<file path="src/rtl/sprite_blit_ctrl.sv">
// rtl/sprite_blit_ctrl.sv - copies a sprite ROM image into the frame buffer with colour-key and edge clipping
module sprite_blit_ctrl #(
    parameter int          SPR_W      = 29,
    parameter int          SPR_H      = 32,
    parameter int          FB_W       = 640,
    parameter int          FB_H       = 480,
    parameter logic [15:0] TRANSP_KEY = 16'hFFFF
) (
    input  logic        clk,
    input  logic        rst_n,
    input  logic        start,
    input  logic        abort,
    input  logic [9:0]  pos_x,
    input  logic [8:0]  pos_y,
    output logic        busy,
    output logic        done,
    output logic        aborted,
    output logic [9:0]  rom_addr,
    input  logic [15:0] rom_data,
    output logic        fb_valid,
    input  logic        fb_ready,
    output logic [18:0] fb_addr,
    output logic [15:0] fb_data
);
    localparam int XW = $clog2(SPR_W);
    localparam int YW = $clog2(SPR_H);
    localparam logic [XW-1:0] X_LAST = XW'(SPR_W - 1);
    localparam logic [YW-1:0] Y_LAST = YW'(SPR_H - 1);

    typedef enum logic [1:0] {IDLE, FETCH, WRITE, FINISH} state_t;

    state_t      state_q, state_d;
    logic [XW-1:0] x_q, x_d;
    logic [YW-1:0] y_q, y_d;
    logic [9:0]  idx_q, idx_d;
    logic [9:0]  pos_x_q, pos_x_d;
    logic [8:0]  pos_y_q, pos_y_d;
    logic        abt_q, abt_d;
    logic        busy_q, busy_d;
    logic        done_q, done_d;
    logic        aborted_q, aborted_d;
    logic        fb_valid_q, fb_valid_d;
    logic [18:0] fb_addr_q, fb_addr_d;
    logic [15:0] fb_data_q, fb_data_d;

    logic [10:0] sx, sy;
    logic [18:0] lin_addr;
    logic        last_px, skip_px;
    logic [XW-1:0] x_adv;
    logic [YW-1:0] y_adv;

    // Screen coordinates are one bit wider than needed so off-screen pixels never alias back on-screen.
    assign sx       = 11'(pos_x_q) + 11'(x_q);
    assign sy       = 11'(pos_y_q) + 11'(y_q);
    assign lin_addr = 19'(sy) * 19'(FB_W) + 19'(sx);
    assign last_px  = (x_q == X_LAST) && (y_q == Y_LAST);
    assign skip_px  = (rom_data == TRANSP_KEY) || (sx >= 11'(FB_W)) || (sy >= 11'(FB_H));
    assign x_adv    = (x_q == X_LAST) ? '0 : x_q + 1'b1;
    assign y_adv    = (x_q == X_LAST) ? y_q + 1'b1 : y_q;

    always_comb begin
        state_d    = state_q;
        x_d        = x_q;
        y_d        = y_q;
        idx_d      = idx_q;
        pos_x_d    = pos_x_q;
        pos_y_d    = pos_y_q;
        abt_d      = abt_q;
        busy_d     = busy_q;
        done_d     = 1'b0;
        aborted_d  = 1'b0;
        fb_valid_d = fb_valid_q;
        fb_addr_d  = fb_addr_q;
        fb_data_d  = fb_data_q;
        case (state_q)
            IDLE: begin
                if (start) begin
                    pos_x_d = pos_x;
                    pos_y_d = pos_y;
                    x_d     = '0;
                    y_d     = '0;
                    idx_d   = '0;
                    abt_d   = 1'b0;
                    busy_d  = 1'b1;
                    state_d = FETCH;
                end
            end
            FETCH: begin
                if (abort) begin
                    abt_d   = 1'b1;
                    state_d = FINISH;
                end else if (skip_px) begin
                    if (last_px) begin
                        state_d = FINISH;
                    end else begin
                        x_d   = x_adv;
                        y_d   = y_adv;
                        idx_d = idx_q + 10'd1;
                    end
                end else begin
                    fb_data_d  = rom_data;
                    fb_addr_d  = lin_addr;
                    fb_valid_d = 1'b1;
                    state_d    = WRITE;
                end
            end
            WRITE: begin
                // An abort here is remembered; the pending write must still complete its handshake.
                if (abort) begin
                    abt_d = 1'b1;
                end
                if (fb_ready) begin
                    fb_valid_d = 1'b0;
                    if (last_px || abort || abt_q) begin
                        state_d = FINISH;
                    end else begin
                        x_d     = x_adv;
                        y_d     = y_adv;
                        idx_d   = idx_q + 10'd1;
                        state_d = FETCH;
                    end
                end
            end
            FINISH: begin
                busy_d    = 1'b0;
                done_d    = !abt_q;
                aborted_d = abt_q;
                state_d   = IDLE;
            end
            default: state_d = IDLE;
        endcase
    end

    always_ff @(posedge clk or negedge rst_n) begin
        if (!rst_n) begin
            state_q    <= IDLE;
            x_q        <= '0;
            y_q        <= '0;
            idx_q      <= '0;
            pos_x_q    <= '0;
            pos_y_q    <= '0;
            abt_q      <= 1'b0;
            busy_q     <= 1'b0;
            done_q     <= 1'b0;
            aborted_q  <= 1'b0;
            fb_valid_q <= 1'b0;
            fb_addr_q  <= '0;
            fb_data_q  <= '0;
        end else begin
            state_q    <= state_d;
            x_q        <= x_d;
            y_q        <= y_d;
            idx_q      <= idx_d;
            pos_x_q    <= pos_x_d;
            pos_y_q    <= pos_y_d;
            abt_q      <= abt_d;
            busy_q     <= busy_d;
            done_q     <= done_d;
            aborted_q  <= aborted_d;
            fb_valid_q <= fb_valid_d;
            fb_addr_q  <= fb_addr_d;
            fb_data_q  <= fb_data_d;
        end
    end

    assign busy     = busy_q;
    assign done     = done_q;
    assign aborted  = aborted_q;
    assign rom_addr = idx_q;
    assign fb_valid = fb_valid_q;
    assign fb_addr  = fb_addr_q;
    assign fb_data  = fb_data_q;
endmodule

</file>
<file path="config.mk">
export PLATFORM = sky130hd
export DESIGN_NAME = sprite_blit_ctrl
export DESIGN_NICKNAME = d
export VERILOG_FILES = /design/src/rtl/sprite_blit_ctrl.sv
export SDC_FILE = /design/constraint.sdc
export NUM_CORES = 1
export LEC_CHECK = 0
export BUFFER_PORTS_ARGS = -buffer_cell sky130_fd_sc_hd__buf_2
export CELL_PAD_IN_SITES_DETAIL_PLACEMENT = 1
export CELL_PAD_IN_SITES_GLOBAL_PLACEMENT = 1
export CORE_MARGIN = 2
export CORE_UTILIZATION = 28
export CTS_BUF_LIST = sky130_fd_sc_hd__clkbuf_8
export DETAILED_ROUTE_END_ITERATION = 7
export PLACE_DENSITY = 0.58
export SYNTH_ARGS = -nofsm -noshare
export SYNTH_HDL_FRONTEND = slang
export SYNTH_SLANG_ARGS = --single-unit
</file>
<file path="constraint.sdc">
create_clock -name clk -period 10.9 [get_ports clk]
set_input_delay 0.545 -clock clk [delete_from_list [all_inputs] [get_ports clk]]
set_output_delay 0.545 -clock clk [all_outputs]
set_load 0.05 [all_outputs]
</file>
==> metrics.md <==
| Metric | Value |
|---|---|
| Antenna cells | 0 |
| Number of violations of the max-capacitance limit | 0 |
| CP Class | reg -> reg |
| Final Hold Viols | 0 |
| Syn Std Cell Area | 5130 µm² |
| Overflow left after global routing | 0 |
| Sink Count | 81 |
| Slew headroom | 0.230 |
| Final setup skew | 13.9 ps |
| Number of gates given a new drive strength after cts | 0 |
| Average size of a mapped cell | 10.6 µm² |
| Gate count of the mapped netlist | 485 |
| I/O Pins | 89 |
| Final core utilization | 0.332 |
| Global placer's final weighted congestion | 0.781 |
| Type of the most critical hold path | in -> async |
| Site Rows | 49 |
| Clock buffer count from CTS | 9 |
| Most frequently used flop master after synthesis | dfrtp_1 |
| Area of the multi-input gates | 2890 µm² |
| Result of the run | completed |
| Initial drt markers | 180 |
| Final period utilization | 0.375 |
| Worst Path Arrival | 4340 ps |
| Via count of the first global-routing pass | 4306 |
| Number of remaining DRC errors | 0 |
| Longest individual stage delay on the worst path | 440 ps |
| Vias | 3978 |
| Layout Area Growth over Synthesis | 16.3% |
| Worst r2r path cells | 16 |
| H-tree levels | 3 |
| Antenna violation net count after detailed routing | 0 |
| Vert. Die Dim | 139 µm |
| Cell variety after synth | 58 |
| Hold slack final | 106 ps |
| Cell types with the largest area share after synthesis | dfrtp_1 40%, ha_1 8.5%, mux2_1 5.9% |
| Worst-case clock buffer depth | 2 |
| Global-route wire length before repair | 21600 µm |
| Setup crit end | fb_addr[17] |
| Tmin final | 4090 ps |
| Kind of capture point of the worst setup path | flop |
| Async S/R FF share, synth | 1.00 |
| Core area | 18000 µm² |
| Slowest-stage cell, CP | dfrtp_1 |
| Tightest Pin Transition | 1150 ps |
| R2R Setup Slk | 6810 ps |
| Launching point of the worst reg2reg path | y_q[0] |
| First drt pass iteration count | 4 |
| Register bit total from synthesis | 81 |
| Via-per-instance ratio | 4.97 |
| Cell type with the largest total area after synthesis | dfrtp_1 |
| Highest-count cells in the layout ignoring fill and taps | 87 x buf_2, 81 x dfrtp_1, 35 x ha_1 |
| Sort of element at the start of the critical path | flop |
| Area fraction of the dominant cell type after synthesis | 0.395 |
| Number of nets in the finished design | 645 |
| Clock tree from TritonCTS | built |
| Setup TNS | 0 ps |
| Proportion of layout cells with a drive suffix above 1 | 0.243 |
| Post-DP HPWL | 9600 µm |
| Post-CTS setup repair buffer count | 0 |
| Detail-routed net length per standard cell | 16.1 µm |
| Overall die area | 19400 µm² |
| Source of the critical timing path | y_q[0] |
| Area used by sequential logic in the layout | 2030 µm² |
| Clock tree root driver cell | clkbuf_8 |
| Maximum fanout along the worst path | 6 |
| RSZ-0062 raised after global routing | false |
| Setup-violating endpoint count in the final report | 0 |
| Clock network latency to the later pin of the worst-skew pair | 380 ps |
| Highest clock rate | 244 MHz |
| Total detailed-routing wirelength | 12900 µm |
| Hold-fix buffer count after cts | 0 |
| Final-layout fill cell count | 2067 |
| Clk slew on worst S/H paths | 90 ps |
| Starting density of the core | 0.286 |
| Max Transition Viols Final | 0 |
| Commonest non-fill, non-tap cell in the layout | buf_2 |
| Number of enable-type register cells in the synthesized netlist | 0 |
| Pin count of the biggest net entering global routing | 50 |
| Sequential area share after synthesis | 0.395 |
| Port Buf Inserts | 88 |
| Die boundary width | 139 µm |
| Overall Global Routing Usage | 0.137 |
| Capture point of the worst reg-to-reg path | fb_addr[17] |
| Count of warnings emitted by yosys | 0 |
| Worst Path Required | 11140 ps |
| Number of antenna violations at the first check in global routing | 0 |
| Worst path cell trace | ha_1 > fa_1 > a21o_1 > a21oi_2 > o21bai_1 > nand2_1 > xor2_1 > xnor2_1 > ha_1 > o21ai_0 > nor2_1 > o311ai_0 > o211ai_1 > nor3_1 > xnor2_1 > a21oi_1 |
| Synthesized net count | 564 |
-- kinds of logic after synthesis --
logic type,synth area share
buf+inv,0.0415
fa+ha+maj,0.101
xor+xnor,0.0580
mux,0.117
compound gates,0.132
simple gates,0.156
flops,0.395
-- worst max-delay path: cells and delay by family, from the launching register on --
kind | cells | cell delay, ps
adder cells (fa/ha/maj) | 3 | 1080
AND/OR/NAND/NOR | 3 | 440
AO/OA/AOI/OAI | 7 | 1450
flip-flops | 1 | 440
XOR/XNOR | 3 | 550
-- registers in the layout, indices dropped and copies added, names as in the netlist, 2 cells and up --
signal and flops:
x_q 5, pos_y_q 9, pos_x_q 10, rom_addr 10, y_q 5, fb_data 16, state_q 2, fb_addr 19
-- synthesized netlist by cell type (all sizes together), types with 12 or more instances --
| master | n |
|---|---|
| mux2 | 49 |
| nand3 | 18 |
| nor2 | 26 |
| nand4 | 12 |
| nand2 | 21 |
| dfrtp | 81 |
| nand3b | 16 |
| ha | 35 |
| o211ai | 29 |
| inv | 26 |
| a21oi | 18 |
| xor2 | 13 |
| xnor2 | 21 |
-- how the worst min path moves through the flow --
stage | endpoint | cells after the start
3_3_place_gp | fb_addr[14] | 1
5_1_grt | fb_addr[17] | 1
6_report | fb_addr[17] | 1
3_5_place_dp | fb_data[3] | 1
2_1_floorplan | aborted | 0
4_1_cts | fb_addr[17] | 1
-- routing by layer --
metal,up-vias,share of wire,global-route usage
met4,0,0.017,0.0484
met3,16,0.039,0.0310
met1,1960,0.45,0.166
met2,68,0.50,0.237
met5,-,0,0
li1,1934,-,-
-- per-stage QoR --
| step | instance area, µm² | setup slack [ps] | std cells |
|---|---|---|---|
| 2_1_floorplan | 5130 | 7170 | 485 |
| 3_3_place_gp | 5760 | 6940 | 784 |
| 3_5_place_dp | 5760 | 6800 | 784 |
| 4_1_cts | 5970 | 6790 | 800 |
| 5_1_grt | 5970 | 6370 | 800 |
| 6_report | 5970 | 6810 | 800 |
-- cell type report --
cell class	count	area share
timing repair buffer	90	0.0767
tap	229	0.0480
sequential	81	0.340
inverter	26	0.0164
multi-input combinational	358	0.484
clock buffer	9	0.0208
clock inverter	7	0.0140
Power is not shown: default switching activity piles up to over one toggle a cycle in this logic, so the estimate is an artifact.
